<file path="src/rtl/cpu_pkg.sv">
// Shared fetch-path types and constants: sequencer state encoding, reset/exception PCs.
package cpu_pkg;

  typedef enum logic [1:0] {
    BOOT  = 2'd0,
    FETCH = 2'd1,
    HOLD  = 2'd2,
    DRAIN = 2'd3
  } fetch_state_e;

  localparam logic [31:0] RESET_PC    = 32'h0040_0000;
  localparam logic [31:0] EXC_VECTOR  = 32'h0040_0004;
  localparam logic [31:0] INSTR_BYTES = 32'd4;

  // Sequential successor; wraps modulo 2^32.
  function automatic logic [31:0] seq_pc(input logic [31:0] pc);
    return pc + INSTR_BYTES;
  endfunction

endpackage

</file>
<file path="src/rtl/fetch_sequencer_redirect_sel.sv">
// Priority mux over redirect sources: exception, then jump, then taken branch.
module redirect_sel
  import cpu_pkg::*;
(
  input  logic        exc_i,
  input  logic        jump_i,
  input  logic        br_taken_i,
  input  logic [31:0] jump_target_i,
  input  logic [31:0] br_target_i,
  output logic        redirect_o,
  output logic [31:0] target_o
);

  always_comb begin
    redirect_o = exc_i | jump_i | br_taken_i;
    target_o   = br_target_i;
    if (exc_i) begin
      target_o = EXC_VECTOR;
    end else if (jump_i) begin
      target_o = jump_target_i;
    end
  end

endmodule

</file>
<file path="src/rtl/fetch_sequencer.sv">
// Fetch controller: drives PC register load, single-outstanding imem request
// and the valid/ready hand-off of fetched words to decode.
module fetch_sequencer
  import cpu_pkg::*;
(
  input  logic        clk,
  input  logic        rst,
  input  logic [31:0] pc_in,
  output logic        pc_ena,
  output logic [31:0] pc_next,
  output logic        imem_req,
  output logic [31:0] imem_addr,
  input  logic        imem_ack,
  input  logic [31:0] imem_rdata,
  output logic        instr_valid,
  output logic [31:0] instr,
  output logic [31:0] instr_pc,
  input  logic        id_ready,
  input  logic        stall,
  input  logic        exc,
  input  logic        jump,
  input  logic [31:0] jump_target,
  input  logic        br_taken,
  input  logic [31:0] br_target
);

  fetch_state_e state_q, state_d;
  logic [31:0]  imem_addr_q, imem_addr_d;
  logic [31:0]  instr_q, instr_d;
  logic [31:0]  instr_pc_q, instr_pc_d;

  logic         redirect;
  logic [31:0]  redirect_target;
  logic         take_redirect;

  redirect_sel u_redirect_sel (
    .exc_i         (exc),
    .jump_i        (jump),
    .br_taken_i    (br_taken),
    .jump_target_i (jump_target),
    .br_target_i   (br_target),
    .redirect_o    (redirect),
    .target_o      (redirect_target)
  );

  // BOOT ignores redirects so the first fetch always comes from the reset PC.
  assign take_redirect = redirect && (state_q != BOOT);

  always_comb begin
    state_d     = state_q;
    imem_addr_d = imem_addr_q;
    instr_d     = instr_q;
    instr_pc_d  = instr_pc_q;
    pc_ena      = 1'b0;
    pc_next     = seq_pc(pc_in);

    if (take_redirect) begin
      pc_ena  = 1'b1;
      pc_next = redirect_target;
    end

    case (state_q)
      BOOT: begin
        state_d     = FETCH;
        imem_addr_d = pc_in;
      end
      FETCH: begin
        if (take_redirect) begin
          // Acked data belongs to the squashed path; with no ack the request
          // must still be retired before the address may move.
          if (imem_ack) begin
            imem_addr_d = redirect_target;
          end else begin
            state_d = DRAIN;
          end
        end else if (imem_ack) begin
          instr_d    = imem_rdata;
          instr_pc_d = imem_addr_q;
          pc_ena     = 1'b1;
          state_d    = HOLD;
        end
      end
      HOLD: begin
        if (take_redirect) begin
          state_d     = FETCH;
          imem_addr_d = redirect_target;
        end else if (id_ready && !stall) begin
          state_d     = FETCH;
          imem_addr_d = pc_in;
        end
      end
      DRAIN: begin
        if (imem_ack) begin
          state_d     = FETCH;
          imem_addr_d = pc_ena ? pc_next : pc_in;
        end
      end
      default: begin
        state_d = BOOT;
      end
    endcase
  end

  always_ff @(posedge clk or posedge rst) begin
    if (rst) begin
      state_q     <= BOOT;
      imem_addr_q <= RESET_PC;
      instr_q     <= '0;
      instr_pc_q  <= '0;
    end else begin
      state_q     <= state_d;
      imem_addr_q <= imem_addr_d;
      instr_q     <= instr_d;
      instr_pc_q  <= instr_pc_d;
    end
  end

  assign imem_req    = (state_q == FETCH) || (state_q == DRAIN);
  assign instr_valid = (state_q == HOLD);
  assign imem_addr   = imem_addr_q;
  assign instr       = instr_q;
  assign instr_pc    = instr_pc_q;

endmodule

</file>
<file path="config.mk">
export PLATFORM = sky130hd
export DESIGN_NAME = fetch_sequencer
export DESIGN_NICKNAME = d
export VERILOG_FILES = /design/src/rtl/cpu_pkg.sv /design/src/rtl/fetch_sequencer_redirect_sel.sv /design/src/rtl/fetch_sequencer.sv
export SDC_FILE = /design/constraint.sdc
export NUM_CORES = 1
export LEC_CHECK = 0
export CORE_ASPECT_RATIO = 1.2
export CORE_UTILIZATION = 42
export CTS_BUF_LIST = sky130_fd_sc_hd__clkbuf_8
export CTS_CLUSTER_DIAMETER = 50
export DETAILED_ROUTE_END_ITERATION = 10
export PLACE_DENSITY = 0.83
export SKIP_LAST_GASP = 1
export SYNTH_ARGS = -nofsm -noshare
export SYNTH_HDL_FRONTEND = slang
export SYNTH_SLANG_ARGS = --single-unit
</file>
<file path="constraint.sdc">
create_clock -name clk -period 3.6 [get_ports clk]
set_input_delay 0.72 -clock clk [delete_from_list [all_inputs] [get_ports clk]]
set_output_delay 0.72 -clock clk [all_outputs]
set_load 0.03 [all_outputs]
</file>
; Yosys cells after proc, flatten, opt, wreduce, memory -nomap -nowiden
; Cells that the tools add are included.
[totals]
ff_bits = 98
latchBits = 0
mem_bits_rw = 0
rom_bits = 0
in_bits = 136
out_inout_bits = 131
wordCells = 47
memories = 0
[classes]
n_addsub = 1
multipliers = 0
n_div = 0
order_cmp = 0
eq_ne = 9
n_shift = 0
mux = 21
bitwise_logic = 3
reduce_logical = 9
[op_table]
columns = operator, count
row1 = two-way mux 32 bit, 9
row2 = one-hot mux 32 bit (4 select lines), 1
row3 = adder 32 x 3 -> 32 bit (second input constant), 1
row4 = two-way mux 2 bit, 6
row5 = one-hot mux 2 bit (4 select lines), 1
row6 = AND reduction 4 bit, 2
row7 = != test 2 bit (second input constant), 3
row8 = != test 3 bit (second input constant), 2
row9 = == test 2 bit (second input constant), 2
row10 = two-way mux 1 bit, 4
row11 = != test 3 x 1 -> 1 bit (second input constant), 1
row12 = AND reduction 3 bit, 1
row13 = == test 2 x 1 -> 1 bit (second input constant), 1
row14 = logical AND 1 bit, 2
row15 = zero test 2 bit, 1
row16 = bitwise OR 1 bit, 2
row17 = nonzero test 2 bit, 1
row18 = zero test 1 bit, 1
row19 = logical OR 1 bit, 1
row20 = NOT 1 bit, 1

; Depth between registers and ports, before layout
; Gate-level depths: netlist (run 1).
[logic_depth]
ltp_word = 7
depth_mapped = 7
depth_no_buf = 5

; By module
; Synthesis (run 1) repeated with hierarchy kept, for this count alone.
[unflattened]
cells_unflattened = 514
hier_area_um2 = 5639.2
[modules_own_cells]
columns = module, n_inst, cells_each, area_each_um2, seq_area_each_um2
row1 = fetch_sequencer, 1, 441, 5099.9, 2453.6
row2 = redirect_sel, 1, 73, 539.3, 0.0

; Worst setup path before layout (run 1)
; No wires, ideal clock.
[synth_timing]
path_type = input to output
from = input port pc_in[2]
to = output port pc_next[30]
arrival_ns = 2.445
required_time_ns = 2.880
setup_slack_ns = 0.435
cell_stages = 6
path_buffers = 1
cell_sequence = ha_1 > and3_1 > nand3_4 > buf_6 > or4_1 > a31oi_1
[synth_via]
elab_chain_cells = 2
[synth_lines]
columns = element, line_no
row1 = "start, declared", fetch_sequencer.sv:8  ; input logic [31:0] pc_in,
row2 = adder 32 x 3 -> 32 bit, cpu_pkg.sv:17  ; return pc + INSTR_BYTES;
row3 = two-way mux 32 bit, fetch_sequencer.sv:57  ; if (take_redirect) begin
row4 = "end, declared", fetch_sequencer.sv:10  ; output logic [31:0] pc_next,
; Every way passes these cells.

; Final worst setup path (run 1)
[layout_timing]
from = input port pc_in[2]
to = output port pc_next[22]
; The elaborated chain is that of the path after synthesis.

==> flow_summary.yaml, run 1 <==
placed_design:
  port_buffers: 266
  placed_area_um2: 8372
  globalplace.congestion: 0.8757
  dp_hpwl_um: 13400
detailed_routing:
  wire_per_inst_um: 18.49
  drt_iter0_markers: 323
  dr.pass1.iters: 5
  drt-total-wl_um: 17960
  antenna_left: 0
  avgViaCountPerCell: 5.489
  drc: 0
  vias: 5330
critical_path:
  crit_fanout: 7
  cp.arrival_ns: 2.84
  cp-start-kind: "input port"
  critPathKind: "in -> out"
  cp-end-kind: "primary output"
  path_cells: "clkdlybuf4s50_1, ha_1, and3_4, nand3_4, or4_1, a31oi_1, buf_4"
  slowest_delay_ns: 0.55
  critPathSlowestCell: "or4_1"
  worstPathRequired_ns: 2.88
global_routing:
  grt_pass1_vias: 5497
  grt_pass1_wl_um: 27550
  track_usage: 0.2620
  antenna_found_initial: 0
  grt_max_degree: 61
  grt.overflow.total: 0
floorplan:
  num_io_pins: 267
  initial_core_util: 0.4326
  die_w_um: 106.3
  dieArea_um2: 13510
  rows: 45
  core_area_um2: 12670
  die_y_um: 127.1
pwr:
  pwr-share-clk: 0.171
  p_leak_nw: 3.577
  peakVddDrop_mv: 0.2999
  p_switching_mw: 1.660
  power_density_nw_per_um2: 488.4
  internal-power_mw: 2.538
  seqPwrFrac: 0.364
  power_mw: 4.198
  combPwrFrac: 0.465
  swShare: 0.3955
timing:
  timing.final.hold_violations: 0
  slew_viol_final: 0
  tightest_slew_ns: 0.7413
  holdWs_ns: 0.5112
  setup_viol: 0
  fin_crit_sh: 0.9893
  maxSlewHeadroom: 0.5058
  period_needed_ns: 3.561
  fin_worst_skew_ns: 0.02069
  timing.fmax_mhz: 280.8
yosys:
  yosys.area.top_type: "dfrtp_1"
  ys_types: 39
  synthCells: 533
  synth_top_area_share: 0.4429
  yosys-top-cells-area: "dfrtp_1 44%, mux2_2 15%, mux2i_1 11%"
  synth.avg_cell_area_um2: 10.28
  synth_edf_count: 0
  synth_xor_xnor_area_share: 0.01918
  synthAdderAreaFrac: 0.002283
  syn_nets: 670
  synth_compound_area_frac: 0.09429
  syn_area_um2: 5480
  synth_top_family_by_area: "multiplexers"
  muxShareOfSynthArea: 0.2555
  yosysSeqAreaShare: 0.4477
  synth-seq-cells: 98
  synth_most_common_cell: "dfrtp_1"
  synth-async-reset-ratio: 1.000
  synth-simple-area-share: 0.1411
  yosys-top-cells-count: "97 x dfrtp_1, 88 x nor2_1, 71 x mux2_2"
  yosysWarnings: 0
  synth_ff_type: "dfrtp_1"
final_layout:
  syn_to_final_growth_pct: 56.85
  layout-drive-gt1-share: 0.1995
  fillers: 991
  fin_nets: 939
  final_area_um2: 8596
  n_antenna_cell: 0
  layout.core_utilization: 0.6785
clocking:
  clkTransAtPathRegs_ns: 0.09
  clkSinkCount: 98
  clk_path_buf_depth: 2
  clock-root-buffer: "clkbuf_8"
  cts_tree: "yes"
  htree_levels: 3
  cts_made_buffers: 9
  clkLatencyLatePin_ns: 0.38
status:
  status: "completed"
flow_run:
  timing.max_cap.violations: 0
worst_hold_path:
  min_path_type: "reg -> reg"
power by group through the flow:
| stage | clock, mW | combinational [mW] | sequential, mW |
|---|---|---|---|
| after global routing | 0.773 | 2.04 | 1.56 |
| after detailed placement | 0 | 1.96 | 1.55 |
| final | 0.719 | 1.95 | 1.53 |
| after global placement | 0 | 1.92 | 1.53 |
| after floorplan | 0 | 0.493 | 2.07 |
| after CTS | 0.731 | 1.96 | 1.53 |
timing repair:
item                       4_1_cts  5_1_grt
hold buffers                     0        0
setup endpoints to repair        0        8
setup buffers                    0        1
gates resized for setup          0        5
worst max-delay path: cells and delay by family:
kind | cells | cell delay (ns)
adders and majority gates | 1 | 0.21
and+or+nand+nor | 3 | 0.93
AOI/OAI and AO/OA | 1 | 0.24
buffers and inverters | 2 | 0.74
per-stage QoR:
stage	cells	setup TNS, ns	setup WS, ns
after floorplan	533	0	0.3196
after global placement	953	0	0.1253
after detailed placement	953	0	0.05213
after CTS	969	0	0.02673
after global routing	971	-0.01653	-0.01653
final	971	0	0.03857
registers in the layout, indices dropped and copies added (netlist names):
name and count:
state_q 2, instr 32, imem_addr 32, instr_pc 32
layer usage:
metal,GRT usage,share of wire,wire (um)
met5,0,0,0
met4,0.1209,0.032,570
met3,0.05204,0.075,1350
met2,0.4683,0.52,9359
met1,0.2996,0.37,6678
cell type report:
cell class                 instances  area (um2)  share of cell area
multi-input combinational        391        2868              0.3336
clock inverter                     7       71.32            0.008297
clock buffer                       9       123.9             0.01441
timing repair buffer             297        2853              0.3319
tap                              164       205.2             0.02387
inverter                           5       21.27            0.002475
sequential                        98        2454              0.2854
path summary, 6_finish.rpt:
check	cells past startpoint	slack, ns	from	end
max	7	0.04	pc_in[2]	pc_next[22]
min	1	0.51	instr[30]$_DFFE_PP0P_	instr[30]$_DFFE_PP0P_
max reg2reg	5	1.49	state_q[0]$_DFFE_PP0P_	imem_addr[12]$_DFFE_PP0P_
min reg2reg	1	0.51	instr[30]$_DFFE_PP0P_	instr[30]$_DFFE_PP0P_
max in group asynchronous	3	2.03	rst	imem_addr[22]$_DFFE_PP1P_
min in group asynchronous	2	0.83	rst	instr_pc[8]$_DFFE_PP0P_
cells in the final DEF (no fill, tap or decap), types with 2 or more instances in the layout:
cell type        netlist  layout
nor3_1                 4       4
nand4_1                3       3
a211o_1                2       2
dfrtp_1               97      97
or4_1                 14      14
xor2_1                 7       7
mux2i_1               60      60
o21ai_0                3       3
and3_1                 9       8
and4_1                 4       3
buf_2                 19       2
or3_1                  2       2
nand3_1               16      16
o211ai_1               2       2
clkdlybuf4s50_1        0     234
a31oi_1               16      16
buf_4                  3      57
nor2_1                88      88
nand2_2                0       2
inv_1                  5       4
nand2b_1               3       3
buf_12                 0       3
a21oi_1               44      44
nand2_1               11       9
clkbuf_8               0       9
inv_8                  0       3
o31ai_1               12      12
xnor2_1                5       5
mux2_2                71      71
nor2b_1                3       3
kinds of logic after synthesis:
group | Yosys count
XOR/XNOR | 12
flip-flops | 98
adder cells (fa/ha/maj) | 1
AND/OR/NAND/NOR | 160
multiplexers | 131
AO/OA/AOI/OAI | 86
buffers and inverters | 45
No activity file was read; power rests on OpenSTA's default activity.
==> inputs of run 2 (changes only) <==
--- a/config.mk
+++ b/config.mk
@@ -6,6 +6,7 @@
 export NUM_CORES = 1
 export LEC_CHECK = 0
 export CORE_ASPECT_RATIO = 1.2
+export CORE_MARGIN = 2
 export CORE_UTILIZATION = 42
 export CTS_BUF_LIST = sky130_fd_sc_hd__clkbuf_8
 export CTS_CLUSTER_DIAMETER = 50
==> constraint.sdc (replaced) <==
create_clock -name clk -period 3.6 [get_ports clk]
set_input_delay 0.72 -clock clk [delete_from_list [all_inputs] [get_ports clk]]
set_output_delay 0.72 -clock clk [all_outputs]
set_load 0.01 [all_outputs]
==> run 2 against run 1 <==
Against the previous run:
- first-iteration DRC count shrank 30%
- flip-flop and latch count is the same
- total power shrank 11%
- routed wire length shrank 0.79%
- via count shrank 0.24%
- fmax grew 1.3%
- count of clock-buffer cells in the layout is the same
- clock power shrank 0.7%
- critical path depth is the same
- cell area grew 2.2%
- utilization grew 1.2 points
- critical path type unchanged
==> flow_summary.yaml, run 2 (synthesis gave the netlist of run 1 again) <==
final_layout:
  final_common_cell: "clkdlybuf4s50_1"
  final_area_um2: 8783
  fillers: 988
  layout.core_utilization: 0.6903
  n_antenna_cell: 0
  layout-drive-gt1-share: 0.1830
  final_cell_mix: "247 x clkdlybuf4s50_1, 97 x dfrtp_1, 88 x nor2_1"
  final_cell_count_no_fill: 989
  fin_nets: 957
  syn_to_final_growth_pct: 60.27
clocking:
  clkTransAtPathRegs_ns: 0.11
  cts_made_buffers: 9
  cts_tree: "yes"
  holdBufCountCts: 0
  clock-root-buffer: "clkbuf_8"
  htree_levels: 3
  clkLatencyLatePin_ns: 0.37
  clk_path_buf_depth: 2
  clkSinkCount: 98
critical_path:
  worst_r2r_startpoint: "state_q[0]$_DFFE_PP0P_"
  critPathKind: "in -> out"
  r2r_end: "imem_addr[2]$_DFFE_PP0P_"
  cp-end-kind: "primary output"
  timing.reg2reg.setup_slack_ns: 1.61
  crit_fanout: 16
  path_cells: "clkdlybuf4s50_1, and4_4, nand3_1, buf_4, or4_1, a31oi_1, dlygate4sd2_1"
  worstPathRequired_ns: 2.88
  reg2reg_depth: 4
  cp.arrival_ns: 2.79
  critPathSlowestCell: "clkdlybuf4s50_1"
  cp-start-kind: "input port"
  slowest_delay_ns: 0.55
floorplan:
  core_area_um2: 12720
  initial_core_util: 0.4307
  dieArea_um2: 13980
  die_y_um: 129.1
  rows: 45
  die_w_um: 108.3
  num_io_pins: 267
timing:
  slew_viol_final: 0
  tightest_slew_ns: 0.5701
  setup_viol: 0
  period_needed_ns: 3.515
  maxSlewHeadroom: 0.6199
  timing.final.hold_violations: 0
  timing.fmax_mhz: 284.5
  fin_crit_sh: 0.9763
  fin_worst_skew_ns: 0.008927
worst_hold_path:
  min_path_type: "reg -> reg"
  hold_path_startpoint: "instr_pc[29]$_DFFE_PP0P_"
  whs_path_depth: 1
  holdPathEnd: "instr_pc[29]$_DFFE_PP0P_"
pwr:
  power_density_nw_per_um2: 424.8
  combPwrFrac: 0.399
  p_leak_nw: 3.675
  pwr-share-clk: 0.191
  p_switching_mw: 1.180
  internal-power_mw: 2.551
  power_mw: 3.731
  seqPwrFrac: 0.410
  peakVddDrop_mv: 0.2416
  swShare: 0.3163
global_routing:
  track_usage: 0.2477
  antenna_found_initial: 0
  grt_pass1_wl_um: 27260
  grt.overflow.total: 0
  grt_pass1_vias: 5440
  grt_max_degree: 55
placed_design:
  globalplace.congestion: 0.8479
  placed_area_um2: 8579
  port_buffers: 266
  numPlacedInstances: 971
  dp_hpwl_um: 13710
status:
  status: "completed"
detailed_routing:
  drc: 0
  drt-total-wl_um: 17820
  drt_iter0_markers: 226
  antenna_left: 0
  vias: 5317
  wire_per_inst_um: 18.01
  dr.pass1.iters: 6
  avgViaCountPerCell: 5.376
flow_run:
  timing.max_cap.violations: 0
run 2: routing by layer:
| layer | vias to the layer above | routed length [um] | track usage |
|---|---|---|---|
| met3 | 30 | 1226 | 0.04980 |
| li1 | 2492 | - | - |
| met4 | 0 | 402 | 0.08069 |
| met1 | 2582 | 6814 | 0.2825 |
| met5 | - | 0 | 0 |
| met2 | 213 | 9371 | 0.4610 |
run 2: stage by stage:
stage | hold slack (ns) | setup TNS, ns | setup slack [ns]
2_1_floorplan | 0.5501 | 0 | 0.3196
3_3_place_gp | 0.4855 | -3.180 | -0.2690
3_5_place_dp | 0.4919 | -3.691 | -0.3239
4_1_cts | 0.5159 | -0.01488 | -0.01488
5_1_grt | 0.5300 | -0.0002269 | -0.0002269
6_report | 0.5141 | 0 | 0.08537
run 2: how the worst max path moves through the flow:
stage                   from  cells past startpoint  slack, ns                       end
global route        pc_in[3]                      7    -0.0002               pc_next[30]
global placement    pc_in[8]                      7      -0.27               pc_next[21]
floorplan                rst                      1       0.32  imem_addr[0]$_DFFE_PP0P_
detailed placement  pc_in[2]                      7      -0.32               pc_next[26]
CTS                 pc_in[2]                      7      -0.01               pc_next[26]
finish              pc_in[8]                      7       0.09               pc_next[21]
run 2: area by class of cell:
cell class,count,area [um2],area share
Multi-Input combinational cell,390,2859,0.3255
Timing Repair Buffer,316,3052,0.3474
Tap cell,164,205.2,0.02336
Inverter,5,21.27,0.002422
Clock buffer,9,123.9,0.01410
Clock inverter,7,68.82,0.007835
Sequential cell,98,2454,0.2793
run 2: timing repair:
action | 4_1_cts | 5_1_grt
endpoints found under the setup margin | 17 | 10
setup buffers | 0 | 2
resized for setup | 24 | 2
run 2: power by group through the flow:
stage	combinational [mW]	sequential, mW	clock (mW)
floorplan	0.438	1.66	0
global placement	1.47	1.53	0
detailed placement	1.51	1.55	0
CTS	1.50	1.53	0.728
global route	1.58	1.56	0.770
finish	1.49	1.53	0.714
run 2: critical path: cells and delay by family:
family,cells,cell delay (ns)
simple gates,3,0.84
buf+inv,3,1.04
compound gates,1,0.18
